## src/rtl/sram_mem_ctrl_if.sv

```systemverilog
// Pipeline-side request/response bundle between the MEM stage and the SRAM controller.
interface sram_mem_ctrl_if #(
  parameter int DATA_W = 32
);
  logic              wr_en;
  logic              rd_en;
  logic [31:0]       address;
  logic [DATA_W-1:0] write_data;
  logic [DATA_W-1:0] read_data;
  logic              ready;

  modport master (output wr_en, rd_en, address, write_data, input read_data, ready);
  modport slave  (input wr_en, rd_en, address, write_data, output read_data, ready);
endinterface

```

## src/rtl/sram_mem_ctrl.sv

```systemverilog
// Data-memory controller: splits each pipeline word access into narrow SRAM beats
// of WAIT_CYCLES clocks each, holding ready low while the access is in flight.
module sram_mem_ctrl #(
  parameter int          DATA_W      = 32,
  parameter int          SRAM_DW     = 16,
  parameter int          SRAM_AW     = 18,
  parameter int          WAIT_CYCLES = 4,
  parameter logic [31:0] BASE_ADDR   = 32'd1024
) (
  input  logic               clk,
  input  logic               rst,
  sram_mem_ctrl_if.slave     bus,
  output logic [SRAM_AW-1:0] sram_addr,
  output logic [SRAM_DW-1:0] sram_dq_out,
  output logic               sram_dq_oe,
  input  logic [SRAM_DW-1:0] sram_dq_in,
  output logic               sram_we_n
);
  localparam int BEATS   = DATA_W / SRAM_DW;
  localparam int BW      = (BEATS > 1) ? $clog2(BEATS) : 1;
  localparam int WW      = $clog2(WAIT_CYCLES);
  localparam int BYTE_SH = $clog2(DATA_W / 8);

  typedef enum logic [1:0] {
    IDLE   = 2'd0,
    ACCESS = 2'd1,
    DONE   = 2'd2
  } state_t;

  state_t              state_r;
  state_t              state_nxt_s;
  logic                op_write_r;
  logic [DATA_W-1:0]   wdata_r;
  logic [BW-1:0]       beat_r;
  logic [WW-1:0]       wait_r;
  logic [DATA_W-1:0]   read_data_r;
  logic [SRAM_AW-1:0]  sram_addr_r;
  logic [SRAM_DW-1:0]  sram_dq_out_r;
  logic                sram_dq_oe_r;
  logic                sram_we_n_r;
  logic                ready_s;
  logic                req_s;
  logic                beat_end_s;
  logic                last_beat_s;
  logic [31:0]         word_off_s;
  logic [SRAM_AW-1:0]  first_addr_s;
  logic [31:0]         cur_idx_s;
  logic [31:0]         nxt_idx_s;

  assign req_s        = bus.rd_en | bus.wr_en;
  assign beat_end_s   = (wait_r == WW'(WAIT_CYCLES - 1));
  assign last_beat_s  = (beat_r == BW'(BEATS - 1));
  // Out-of-window addresses simply wrap through unsigned truncation.
  assign word_off_s   = (bus.address - BASE_ADDR) >> BYTE_SH;
  assign first_addr_s = SRAM_AW'(word_off_s * 32'(BEATS));
  assign cur_idx_s    = 32'(beat_r) * 32'(SRAM_DW);
  assign nxt_idx_s    = (32'(beat_r) + 32'd1) * 32'(SRAM_DW);

  assign bus.read_data = read_data_r;
  assign bus.ready     = ready_s;
  assign sram_addr     = sram_addr_r;
  assign sram_dq_out   = sram_dq_out_r;
  assign sram_dq_oe    = sram_dq_oe_r;
  assign sram_we_n     = sram_we_n_r;

  // Next-state logic for the access sequencer.
  always_comb begin
    state_nxt_s = state_r;
    case (state_r)
      IDLE: begin
        if (req_s) state_nxt_s = ACCESS;
        else       state_nxt_s = IDLE;
      end
      ACCESS: begin
        if (beat_end_s && last_beat_s) state_nxt_s = DONE;
        else                           state_nxt_s = ACCESS;
      end
      DONE:    state_nxt_s = IDLE;
      default: state_nxt_s = IDLE;
    endcase
  end

  // Pipeline stall: low from the moment a request is seen until DONE.
  always_comb begin
    ready_s = 1'b1;
    case (state_r)
      IDLE:    ready_s = ~req_s;
      ACCESS:  ready_s = 1'b0;
      DONE:    ready_s = 1'b1;
      default: ready_s = 1'b1;
    endcase
  end

  // State register, beat/wait counters, SRAM pin registers and load data.
  always_ff @(posedge clk) begin
    if (rst) begin
      state_r       <= IDLE;
      op_write_r    <= 1'b0;
      wdata_r       <= '0;
      beat_r        <= BW'(0);
      wait_r        <= WW'(0);
      read_data_r   <= '0;
      sram_addr_r   <= '0;
      sram_dq_out_r <= '0;
      sram_dq_oe_r  <= 1'b0;
      sram_we_n_r   <= 1'b1;
    end else begin
      state_r <= state_nxt_s;
      case (state_r)
        IDLE: begin
          if (req_s) begin
            op_write_r    <= bus.wr_en;
            wdata_r       <= bus.write_data;
            beat_r        <= BW'(0);
            wait_r        <= WW'(0);
            sram_addr_r   <= first_addr_s;
            sram_dq_out_r <= bus.write_data[SRAM_DW-1:0];
            sram_dq_oe_r  <= bus.wr_en;
            sram_we_n_r   <= ~bus.wr_en;
          end
        end
        ACCESS: begin
          if (beat_end_s) begin
            if (!op_write_r) read_data_r[cur_idx_s +: SRAM_DW] <= sram_dq_in;
            if (last_beat_s) begin
              sram_dq_oe_r <= 1'b0;
              sram_we_n_r  <= 1'b1;
            end else begin
              beat_r        <= beat_r + BW'(1);
              wait_r        <= WW'(0);
              sram_addr_r   <= sram_addr_r + SRAM_AW'(1);
              sram_dq_out_r <= wdata_r[nxt_idx_s +: SRAM_DW];
              sram_we_n_r   <= ~op_write_r;
            end
          end else begin
            wait_r <= wait_r + WW'(1);
            // Strobe rises one count early so address and data are held past it.
            sram_we_n_r <= ~op_write_r | (wait_r == WW'(WAIT_CYCLES - 2));
          end
        end
        DONE: begin
          beat_r       <= BW'(0);
          wait_r       <= WW'(0);
          sram_dq_oe_r <= 1'b0;
          sram_we_n_r  <= 1'b1;
        end
        default: begin
          beat_r <= BW'(0);
          wait_r <= WW'(0);
        end
      endcase
    end
  end
endmodule

```

## src/flat_wrapper.sv

```systemverilog
// flat-port wrapper written by rule: the top's interface ports become plain ports
module sram_mem_ctrl_flat 
#(
  parameter int          DATA_W      = 32,
  parameter int          SRAM_DW     = 16,
  parameter int          SRAM_AW     = 18,
  parameter int          WAIT_CYCLES = 4,
  parameter logic [31:0] BASE_ADDR   = 32'd1024
)
  (clk, rst, sram_addr, sram_dq_out, sram_dq_oe, sram_dq_in, sram_we_n, bus_wr_en, bus_rd_en, bus_address, bus_write_data, bus_read_data, bus_ready);
  sram_mem_ctrl_if #(.DATA_W(DATA_W)) bus_i ();
  input  logic clk;
  input  logic rst;
  output logic [SRAM_AW-1:0] sram_addr;
  output logic [SRAM_DW-1:0] sram_dq_out;
  output logic sram_dq_oe;
  input  logic [SRAM_DW-1:0] sram_dq_in;
  output logic sram_we_n;
  input wire logic [$bits(bus_i.wr_en)-1:0] bus_wr_en;
  input wire logic [$bits(bus_i.rd_en)-1:0] bus_rd_en;
  input wire logic [$bits(bus_i.address)-1:0] bus_address;
  input wire logic [$bits(bus_i.write_data)-1:0] bus_write_data;
  output wire logic [$bits(bus_i.read_data)-1:0] bus_read_data;
  output wire logic [$bits(bus_i.ready)-1:0] bus_ready;
  assign bus_i.wr_en = bus_wr_en;
  assign bus_i.rd_en = bus_rd_en;
  assign bus_i.address = bus_address;
  assign bus_i.write_data = bus_write_data;
  assign bus_read_data = bus_i.read_data;
  assign bus_ready = bus_i.ready;
  sram_mem_ctrl #(.DATA_W(DATA_W), .SRAM_DW(SRAM_DW), .SRAM_AW(SRAM_AW), .WAIT_CYCLES(WAIT_CYCLES), .BASE_ADDR(BASE_ADDR)) u_core (.clk(clk), .rst(rst), .bus(bus_i), .sram_addr(sram_addr), .sram_dq_out(sram_dq_out), .sram_dq_oe(sram_dq_oe), .sram_dq_in(sram_dq_in), .sram_we_n(sram_we_n));
endmodule
```

## config.mk

```make
export PLATFORM = sky130hd
export DESIGN_NAME = sram_mem_ctrl_flat
export DESIGN_NICKNAME = d
export VERILOG_FILES = /design/src/rtl/sram_mem_ctrl_if.sv /design/src/rtl/sram_mem_ctrl.sv /design/src/flat_wrapper.sv
export SDC_FILE = /design/constraint.sdc
export NUM_CORES = 1
export LEC_CHECK = 0
export CAP_MARGIN = 40
export CORE_MARGIN = 10
export CORE_UTILIZATION = 60
export CTS_CLUSTER_DIAMETER = 30
export DETAILED_ROUTE_END_ITERATION = 10
export DONT_BUFFER_PORTS = 1
export PLACE_DENSITY = 0.76
export SYNTH_ARGS = -nofsm -noshare
export SYNTH_HDL_FRONTEND = slang
export SYNTH_SLANG_ARGS = --single-unit
```

## constraint.sdc

```tcl
create_clock -name clk -period 2.1 [get_ports clk]
set_input_delay 0.105 -clock clk [delete_from_list [all_inputs] [get_ports clk]]
set_output_delay 0.105 -clock clk [all_outputs]
set_load 0.05 [all_outputs]
```

==> flow_metrics.env, run 1 <==
export IMPL_rows=29
export IMPL_core_area_mm2=0.00639
export IMPL_critPathLaunch="u_core.state_r[0]"
export IMPL_wl_per_cell_um=19.0
export IMPL_crit_type="flop to output port"
export IMPL_cts_buffers=9
export IMPL_clock_power_share_pct=30.3
export IMPL_post_dp_hpwl_mm=8.21
export IMPL_antenna_cells=0
export IMPL_finalCritPeriodShare_pct=98.2
export IMPL_fin_setup_tns_ns=0
export IMPL_drt_iter0_drc=292
export IMPL_die_w_um=101
export IMPL_synth_area_leaders="dfxtp_1 45%, nand2_1 12%, a21oi_1 8.2%, nor2_1 3.4%, a221oi_1 3.1%"
export IMPL_fillCellCount=423
export IMPL_ios=153
export IMPL_final_area_mm2=0.00506
export IMPL_antenna_found_initial=0
export IMPL_syn_num_nets=593
export IMPL_grt_pass1_wl_mm=19.5
export IMPL_p_int_mw=2.75
export IMPL_clkLatencyLatePin_ns=0.36
export IMPL_synth_seq_cells=90
export IMPL_fmax_mhz=485
export IMPL_power_density_mw_per_mm2=812
export IMPL_clockBufferDepth=2
export IMPL_timing_rr_start="u_core.state_r[0]"
export IMPL_final_nets=666
export IMPL_wl_mm=12.5
export IMPL_pwr_share_comb_pct=19.7
export IMPL_grt_max_degree=88
export IMPL_gp_congestion=0.870
export IMPL_vias=3969
export IMPL_required_ns=2.00
export IMPL_maxCapViolCount=0
export IMPL_ys_flop_type="dfxtp_1"
export IMPL_first_global_vias=3843
export IMPL_syn_inst=502
export IMPL_netSwitchingPower_mw=1.35
export IMPL_drive_gt1_share_pct=11.9
export IMPL_ant_nets=0
export IMPL_drc=0
export IMPL_avgViaCountPerCell=6.04
export IMPL_yosysMostFrequentCell="nand2_1"
export IMPL_seqPwrFrac_pct=50.0
export IMPL_clockRootBuffer="clkbuf_8"
export IMPL_numPortBuffers=0
export IMPL_die_h_um=101
export IMPL_syn_area_mm2=0.00398
export IMPL_finalNonFillerCells=657
export IMPL_slew_viol_final=0
export IMPL_synth_seq_area_share_pct=45.3
export IMPL_hold_viol=0
export IMPL_async_flop_share_pct=0
export IMPL_min_period_ns=2.06
export IMPL_place_area_mm2=0.00422
export IMPL_ys_types=49
export IMPL_yosys_warnings=0
export IMPL_grt_usage_pct=23.3
export IMPL_crit_fanout=20
export IMPL_numClockSinks=90
export IMPL_final_util_pct=79.2
export IMPL_cts_tree="done"
export IMPL_hp_class="input port to flop"
export IMPL_start_util_pct=62.3
export IMPL_end_kind="output port"
export IMPL_area_growth_pct=27.0
export IMPL_finalHoldWorstSlack_ns=0.0389
export IMPL_cp_start_kind="flop"
export IMPL_die_area_mm2=0.0103
export IMPL_total_leakage_power_nw=1.87
export IMPL_outcome="finished clean"
export IMPL_cts_htree_levels=3
export IMPL_setup_viol=0
export IMPL_fin_skew_ns=0.0120
export IMPL_placed_cells=582
export IMPL_synth_top_cells_by_count="124 x nand2_1, 90 x dfxtp_1, 65 x a21oi_1"
export IMPL_synth_edf_count=0
export IMPL_tightest_slew_ns=0.593
export IMPL_sw_frac_of_total_pct=33.0
export IMPL_min_from="bus_write_data[2]"
export IMPL_cts_clk_slew_worst_paths_ns=0.08
export IMPL_post_cts_setup_buffers=0
export IMPL_synth_top_area_share_pct=45.3
export IMPL_overflow=0
export IMPL_ir_worst_vdd_mv=0.722
export IMPL_arrival_ns=1.96
export IMPL_max_slew_margin_pct=60.4
export IMPL_drt_pass1_iter_count=5
export IMPL_synth_area_per_cell_um2=7.93
export IMPL_synth_top_cell_by_area="dfxtp_1"
==> state kept, by name (all words and copies together) (netlist names) <==
register              cells
u_core.beat_r             1
u_core.sram_dq_out       16
u_core.sram_addr         18
u_core.sram_dq_oe         1
u_core.bus.read_data     32
u_core.op_write_r         1
u_core.sram_we_n          1
u_core.state_r            2
u_core.wait_r             2
u_core.wdata_r           16
==> through the flow <==
step,total power [mW],worst slack [ns]
floorplan,2.57,0.00142
detailed placement,2.75,0.109
global route,4.26,-0.0278
finish,4.11,0.0374
global placement,2.72,0.161
CTS,4.09,0.0560
==> routing by layer <==
layer	vias to the layer above	global-route usage [%]	share of wire, %
met4	0	9.00	2.2
met2	190	38.3	49
met1	1836	26.1	37
met5	-	0	0
met3	30	9.80	12
li1	1913	-	-
==> cell type report <==
class	count	area, µm²	share of cell area, %
Clock buffer	11	151	2.99
Clock inverter	5	60.1	1.19
Inverter	8	30.0	0.594
Multi-Input combinational cell	370	2020	39.9
Sequential cell	90	1800	35.7
Tap cell	77	96.3	1.91
Timing Repair Buffer	96	897	17.7
==> power groups by stage <==
stage               sequential, mW  combinational, mW  clock (mW)
detailed placement            2.09              0.656           0
floorplan                     2.19              0.372           0
global route                  2.07              0.870        1.33
finish                        2.05              0.807        1.25
global placement              2.09              0.638           0
CTS                           2.05              0.782        1.25
==> worst paths after layout <==
path                           endpoint  slack [ns]  cells after the start
setup / recovery              bus_ready        0.04                      7
hold / removal    u_core.sram_dq_out[2]        0.04                      2
setup reg to reg     u_core.wdata_r[24]        0.09                      8
hold reg to reg      u_core.wdata_r[31]        0.46                      2
==> layout by cell type, fill, tap and decap left out, types with 6 or more instances in the layout <==
| cell type | instances |
|---|---|
| a21oi_1 | 65 |
| nand2_1 | 123 |
| nor2_1 | 36 |
| o21ai_0 | 8 |
| a22oi_1 | 7 |
| dlygate4sd3_1 | 58 |
| nand3_1 | 6 |
| ha_1 | 6 |
| clkbuf_8 | 11 |
| dfxtp_1 | 89 |
| nor3_1 | 22 |
| buf_4 | 34 |
| inv_1 | 8 |
| a221oi_1 | 14 |
| o22ai_1 | 9 |
==> logic make-up (layout without fill, tap and decap cells) <==
family                   after synthesis  after routing  share of synthesized area, %
buffers and inverters                 42            120                          4.37
AND/OR/NAND/NOR                      223            223                          25.0
AO/OA/AOI/OAI                        125            125                          19.5
adder cells (fa/ha/maj)                7              7                          2.20
multiplexers                           8              8                          2.17
XOR/XNOR                               7              7                          1.54
flip-flops                            90             90                          45.3
==> worst max-delay path, cell delays in order, from the launching register on <==
cell,delay (ns)
dfxtp_1,0.35
inv_1,0.07
ha_1,0.21
buf_4,0.17
o21ai_1,0.16
buf_6,0.24
o21a_1,0.19
buf_4,0.21
==> what timing repair did <==
action,CTS,global route
resized for setup,0,5
setup endpoints to repair,0,7
hold endpoints to repair,88,0
hold buffers,59,0
No activity file was read; power rests on OpenSTA's default activity.
==> inputs of run 2 (changes only) <==
--- a/config.mk
+++ b/config.mk
@@ -12,6 +12,7 @@
 export DETAILED_ROUTE_END_ITERATION = 10
 export DONT_BUFFER_PORTS = 1
 export PLACE_DENSITY = 0.76
+export SETUP_SLACK_MARGIN = 0.1
 export SYNTH_ARGS = -nofsm -noshare
 export SYNTH_HDL_FRONTEND = slang
 export SYNTH_SLANG_ARGS = --single-unit
==> run 2 against run 1 <==
Effect of this change: the flow now finishes with violations (negative hold slack); critical path depth shrank 1; sequential power is essentially flat; sequential cell count is the same; highest routed layer unchanged.
==> flow_metrics.env, run 2 (synthesis gave the netlist of run 1 again) <==
export IMPL_critical_path_buf_inv_count=0
export IMPL_min_path_cells=2
export IMPL_fin_setup_tns_ns=0
export IMPL_crit_fanout=6
export IMPL_hold_viol=4
export IMPL_required_ns=2.39
export IMPL_crit_type="flop to flop"
export IMPL_vias=4028
export IMPL_fin_skew_ns=0.00805
export IMPL_clkLatencyLatePin_ns=0.36
export IMPL_die_h_um=101
export IMPL_hp_class="input port to flop"
export IMPL_ant_nets=0
export IMPL_gp_congestion=0.868
export IMPL_start_util_pct=62.3
export IMPL_arrival_ns=2.22
export IMPL_grt_usage_pct=21.0
export IMPL_max_slew_margin_pct=59.7
export IMPL_avgViaCountPerCell=6.11
export IMPL_layout_commonest_cell="nand2_1"
export IMPL_cts_buffers=9
export IMPL_rsz0062_at_grt="false"
export IMPL_drt_pass1_iter_count=5
export IMPL_fmax_mhz=519
export IMPL_grt_pass1_wl_mm=17.6
export IMPL_drt_iter0_drc=242
export IMPL_cts_htree_levels=3
export IMPL_place_ws_ns=0.0728
export IMPL_cts_clk_slew_worst_paths_ns=0.10
export IMPL_path_cells="ha_4 -> nand2b_4 -> a211o_4 -> or3_1 -> mux2_2 -> a21oi_1"
export IMPL_clockRootBuffer="clkbuf_8"
export IMPL_cp_start_kind="flop"
export IMPL_numPortBuffers=0
export IMPL_crit_path_top_delay_cell="dfxtp_1"
export IMPL_clockBufferDepth=2
export IMPL_tightest_slew_ns=0.603
export IMPL_path_depth=6
export IMPL_reg2regPathDepth=6
export IMPL_post_dp_hpwl_mm=8.16
export IMPL_outcome="complete, but fails checks"
export IMPL_die_w_um=101
export IMPL_area_growth_pct=28.3
export IMPL_wl_mm=13.1
export IMPL_ios=153
export IMPL_overflow=0
export IMPL_first_global_vias=3571
export IMPL_core_area_mm2=0.00639
export IMPL_maxCapViolCount=0
export IMPL_place_area_mm2=0.00421
export IMPL_finalHoldWorstSlack_ns=-0.0411
export IMPL_crit_path_max_incr_delay_ns=0.42
export IMPL_drive_gt1_share_pct=14.1
export IMPL_wl_per_cell_um=19.8
export IMPL_crit_family="compound AO/OA/AOI/OAI gates"
export IMPL_slew_viol_final=0
export IMPL_power_density_mw_per_mm2=804
export IMPL_setup_viol=0
export IMPL_grt_max_degree=88
export IMPL_total_leakage_power_nw=1.87
export IMPL_numClockSinks=90
export IMPL_end_kind="flop"
export IMPL_finalCritPeriodShare_pct=91.7
export IMPL_violations="negative hold slack"
export IMPL_min_period_ns=1.93
export IMPL_final_area_mm2=0.00511
export IMPL_ir_worst_vdd_mv=0.578
export IMPL_rows=29
export IMPL_largest_register_ffs=32
export IMPL_fin_ws_ns=0.175
export IMPL_final_nets=667
export IMPL_drc=0
export IMPL_cts_tree="done"
export IMPL_antenna_found_initial=1
export IMPL_final_cell_mix="124 x nand2_1, 86 x dfxtp_1, 65 x a21oi_1, 55 x dlygate4sd3_1"
export IMPL_die_area_mm2=0.0103
-- run 2: changes by cell type in the layout (fill, tap and decap cells not counted), moves of 3 or more --
| cell | delta |
|---|---|
| dlygate4sd3_1 | -3 |
| ha_4 | +3 |
| dfxtp_1 | -3 |
| dfxtp_2 | +3 |
-- run 2: final timing paths --
check	start	to	slack, ns
worst max-delay path	u_core.wait_r[0]	u_core.sram_addr[13]	0.17
worst max register to register	u_core.wait_r[0]	u_core.sram_addr[13]	0.17
worst min register to register	u_core.wdata_r[18]	u_core.wdata_r[18]	0.46
worst min-delay path	bus_write_data[10]	u_core.sram_dq_out[10]	-0.04
-- run 2: report_power, final --
part / total, mW / internal [mW] / switching, mW
Sequential: 2.06 / 1.81 / 0.245
Combinational: 0.826 / 0.332 / 0.493
Clock: 1.23 / 0.559 / 0.668
-- run 2: stage by stage --
step	instances	util (%)	power, mW
after global placement	580	65.9	2.71
after floorplan	502	-	2.57
after global routing	659	80.0	4.26
after CTS	600	69.7	3.93
after detailed placement	581	66.0	2.74
final	659	80.0	4.11
-- run 2: per-layer routing --
metal  vias up  global-route usage, %  share of wire, %
met3        19                   9.80                13
met1      1883                   24.1                36
met4         0                   6.32               1.6
li1       1900                      -                 -
met2       226                   33.9                50
met5         -                      0                 0
-- run 2: worst register-to-register path, cell delays in order, from the launching register on --
cell	delay, ns
dfxtp_1	0.42
ha_4	0.19
nand2b_4	0.10
a211o_4	0.38
or3_1	0.37
mux2_2	0.27
a21oi_1	0.13
-- run 2: what timing repair did --
item                       4_1_cts  5_1_grt
buffers inserted                 0        4
hold endpoints to repair        88       84
gates resized for setup          1       17
cloned                           0        1
setup endpoints to repair        5       29
hold buffers                     3       53
pin swaps                        0        2
-- run 2: area by class of cell --
type | count | area [µm²]
multi-input combinational | 370 | 2080
sequential | 90 | 1810
fill | 415 | 1280
timing repair buffer | 97 | 898
clock buffer | 9 | 124
tap | 77 | 96.3
clock inverter | 7 | 76.3
inverter | 8 | 30.0
antenna | 1 | 2.50
==> inputs of run 3 (changes only) <==
--- a/config.mk
+++ b/config.mk
@@ -11,7 +11,7 @@
 export CTS_CLUSTER_DIAMETER = 30
 export DETAILED_ROUTE_END_ITERATION = 10
 export DONT_BUFFER_PORTS = 1
-export PLACE_DENSITY = 0.76
+export PLACE_DENSITY_LB_ADDON = 0.2
 export SETUP_SLACK_MARGIN = 0.1
 export SYNTH_ARGS = -nofsm -noshare
 export SYNTH_HDL_FRONTEND = slang
==> run 3 against run 2 <==
Effect of this change: the run still ends with negative hold slack left; combinational power grew 2.9%; register-to-register slack got worse by 0.17 ns; utilization up 0.14 points; sequential power about the same; hold slack gained 0.0085 ns; global-route usage up 0.19 points; final cell count decreased by 0.15%; clock power grew 9%; sequential share of layout area fell by 0.085 points; critical path type unchanged; largest power group unchanged.
==> flow_metrics.env, run 3 (synthesis gave the netlist of run 1 again) <==
export IMPL_grt_max_degree=88
export IMPL_setup_viol=0
export IMPL_core_area_mm2=0.00639
export IMPL_die_area_mm2=0.0103
export IMPL_cts_buffers=9
export IMPL_finalHoldWorstSlack_ns=-0.0326
export IMPL_clockRootBuffer="clkbuf_8"
export IMPL_fin_skew_ns=0.0116
export IMPL_max_slew_margin_pct=61.2
export IMPL_maxCapViolCount=0
export IMPL_min_period_ns=2.09
export IMPL_hold_viol=4
export IMPL_place_ws_ns=0.0763
export IMPL_fin_setup_tns_ns=0
export IMPL_end_kind="flop"
export IMPL_drc=0
export IMPL_wl_per_cell_um=21.0
export IMPL_route_met2_wl_mm=7.06
export IMPL_total_leakage_power_nw=1.89
export IMPL_cts_tree="done"
export IMPL_outcome="complete, but fails checks"
export IMPL_numPortBuffers=0
export IMPL_layout_commonest_cell="nand2_1"
export IMPL_finalCritPeriodShare_pct=99.7
export IMPL_gp_congestion=0.962
export IMPL_fmax_mhz=478
export IMPL_arrival_ns=2.39
export IMPL_final_cell_mix="124 x nand2_1, 87 x dfxtp_1, 65 x a21oi_1, 52 x dlygate4sd3_1"
export IMPL_drt_iter0_drc=336
export IMPL_cts_clk_slew_worst_paths_ns=0.10
export IMPL_ir_worst_vdd_mv=0.671
export IMPL_vias=4189
export IMPL_cp_start_kind="flop"
export IMPL_area_growth_pct=28.6
export IMPL_wl_mm=13.8
export IMPL_grt_pass1_wl_mm=17.7
export IMPL_ant_nets=0
export IMPL_crit_fanout=7
export IMPL_fillCellCount=402
export IMPL_crit_family="buffers and inverters"
export IMPL_required_ns=2.40
export IMPL_clkLatencyLatePin_ns=0.37
export IMPL_die_w_um=101
export IMPL_antenna_found_initial=2
export IMPL_cp_common_cell="buf_6"
export IMPL_critical_path_buf_inv_count=4
export IMPL_final_util_pct=80.2
export IMPL_first_global_vias=3523
export IMPL_drive_gt1_share_pct=13.8
export IMPL_drt_pass1_iter_count=5
export IMPL_crit_type="flop to flop"
export IMPL_grt_usage_pct=21.1
export IMPL_largest_register_ffs=32
export IMPL_crit_path_top_delay_cell="dlygate4sd3_1"
export IMPL_slew_viol_final=0
export IMPL_rows=29
export IMPL_wl_met3_mm=1.62
export IMPL_avgViaCountPerCell=6.37
export IMPL_place_area_mm2=0.00422
export IMPL_rsz0062_at_grt="true"
export IMPL_violations="negative hold slack"
export IMPL_final_area_mm2=0.00512
export IMPL_tightest_slew_ns=0.582
export IMPL_cts_htree_levels=3
export IMPL_final_nets=666
export IMPL_hp_class="input port to flop"
export IMPL_highest_layer="met4"
export IMPL_post_dp_hpwl_mm=8.17
export IMPL_path_cells="inv_1 -> ha_2 -> buf_6 -> o21a_4 -> buf_6 -> nand2_1 -> a21oi_1 -> dlygate4sd3_1"
export IMPL_ios=153
export IMPL_route_layer_met1_wl_mm=4.76
export IMPL_overflow=0
export IMPL_power_density_mw_per_mm2=829
export IMPL_die_h_um=101
export IMPL_start_util_pct=62.3
export IMPL_numClockSinks=90
export IMPL_crit_path_max_incr_delay_ns=0.64
export IMPL_fin_ws_ns=0.00713
export IMPL_clockBufferDepth=2
[run 3: changes by cell type in the layout (fill, tap and decap cells not counted), moves of 2 or more]
cell,previous run,this run
dlygate4sd3_1,55,52
inv_1,6,8
inv_2,2,0
inv_6,2,0
inv_8,0,2
[run 3: final timing paths]
check / startpoint / end / slack [ns] / cells past startpoint
setup / recovery: u_core.state_r[1] / u_core.wdata_r[22] / 0.007 / 8
hold / removal: bus_address[4] / u_core.sram_addr[3] / -0.03 / 2
setup reg to reg: u_core.state_r[1] / u_core.wdata_r[22] / 0.007 / 8
hold reg to reg: u_core.wdata_r[16] / u_core.wdata_r[16] / 0.46 / 2
[run 3: where the power goes]
part | switching, mW | internal [mW] | leakage (nW)
clock network | 0.658 | 0.683 | 0.109
logic | 0.509 | 0.341 | 1.05
registers | 0.240 | 1.81 | 0.737
[run 3: metal layers]
layer	GRT usage (%)	vias up
li1	-	1909
met1	23.7	1979
met2	34.3	264
met3	10.2	37
met4	7.29	0
met5	0	-
[run 3: cell type report]
type                       instances  area, µm²  area share (%)
inverter                           8       30.0           0.587
antenna                            2       5.00          0.0978
tap                               77       96.3            1.88
multi-input combinational        370       2070            40.5
sequential                        90       1810            35.3
clock buffer                       9        124            2.42
clock inverter                     6       98.8            1.93
timing repair buffer              96        885            17.3
[run 3: stage by stage]
step | power [mW] | std cells
after CTS | 4.07 | 607
after detailed placement | 2.74 | 582
after floorplan | 2.57 | 502
final | 4.24 | 658
after global routing | 4.39 | 658
after global placement | 2.72 | 581
[run 3: what timing repair did]
action | CTS | global route
resized for setup | 2 | 16
hold buffers | 10 | 43
buffers inserted | 0 | 3
hold endpoints to repair | 88 | 78
cloned | 0 | 3
pin swaps | 0 | 0
endpoints found under the setup margin | 6 | 38
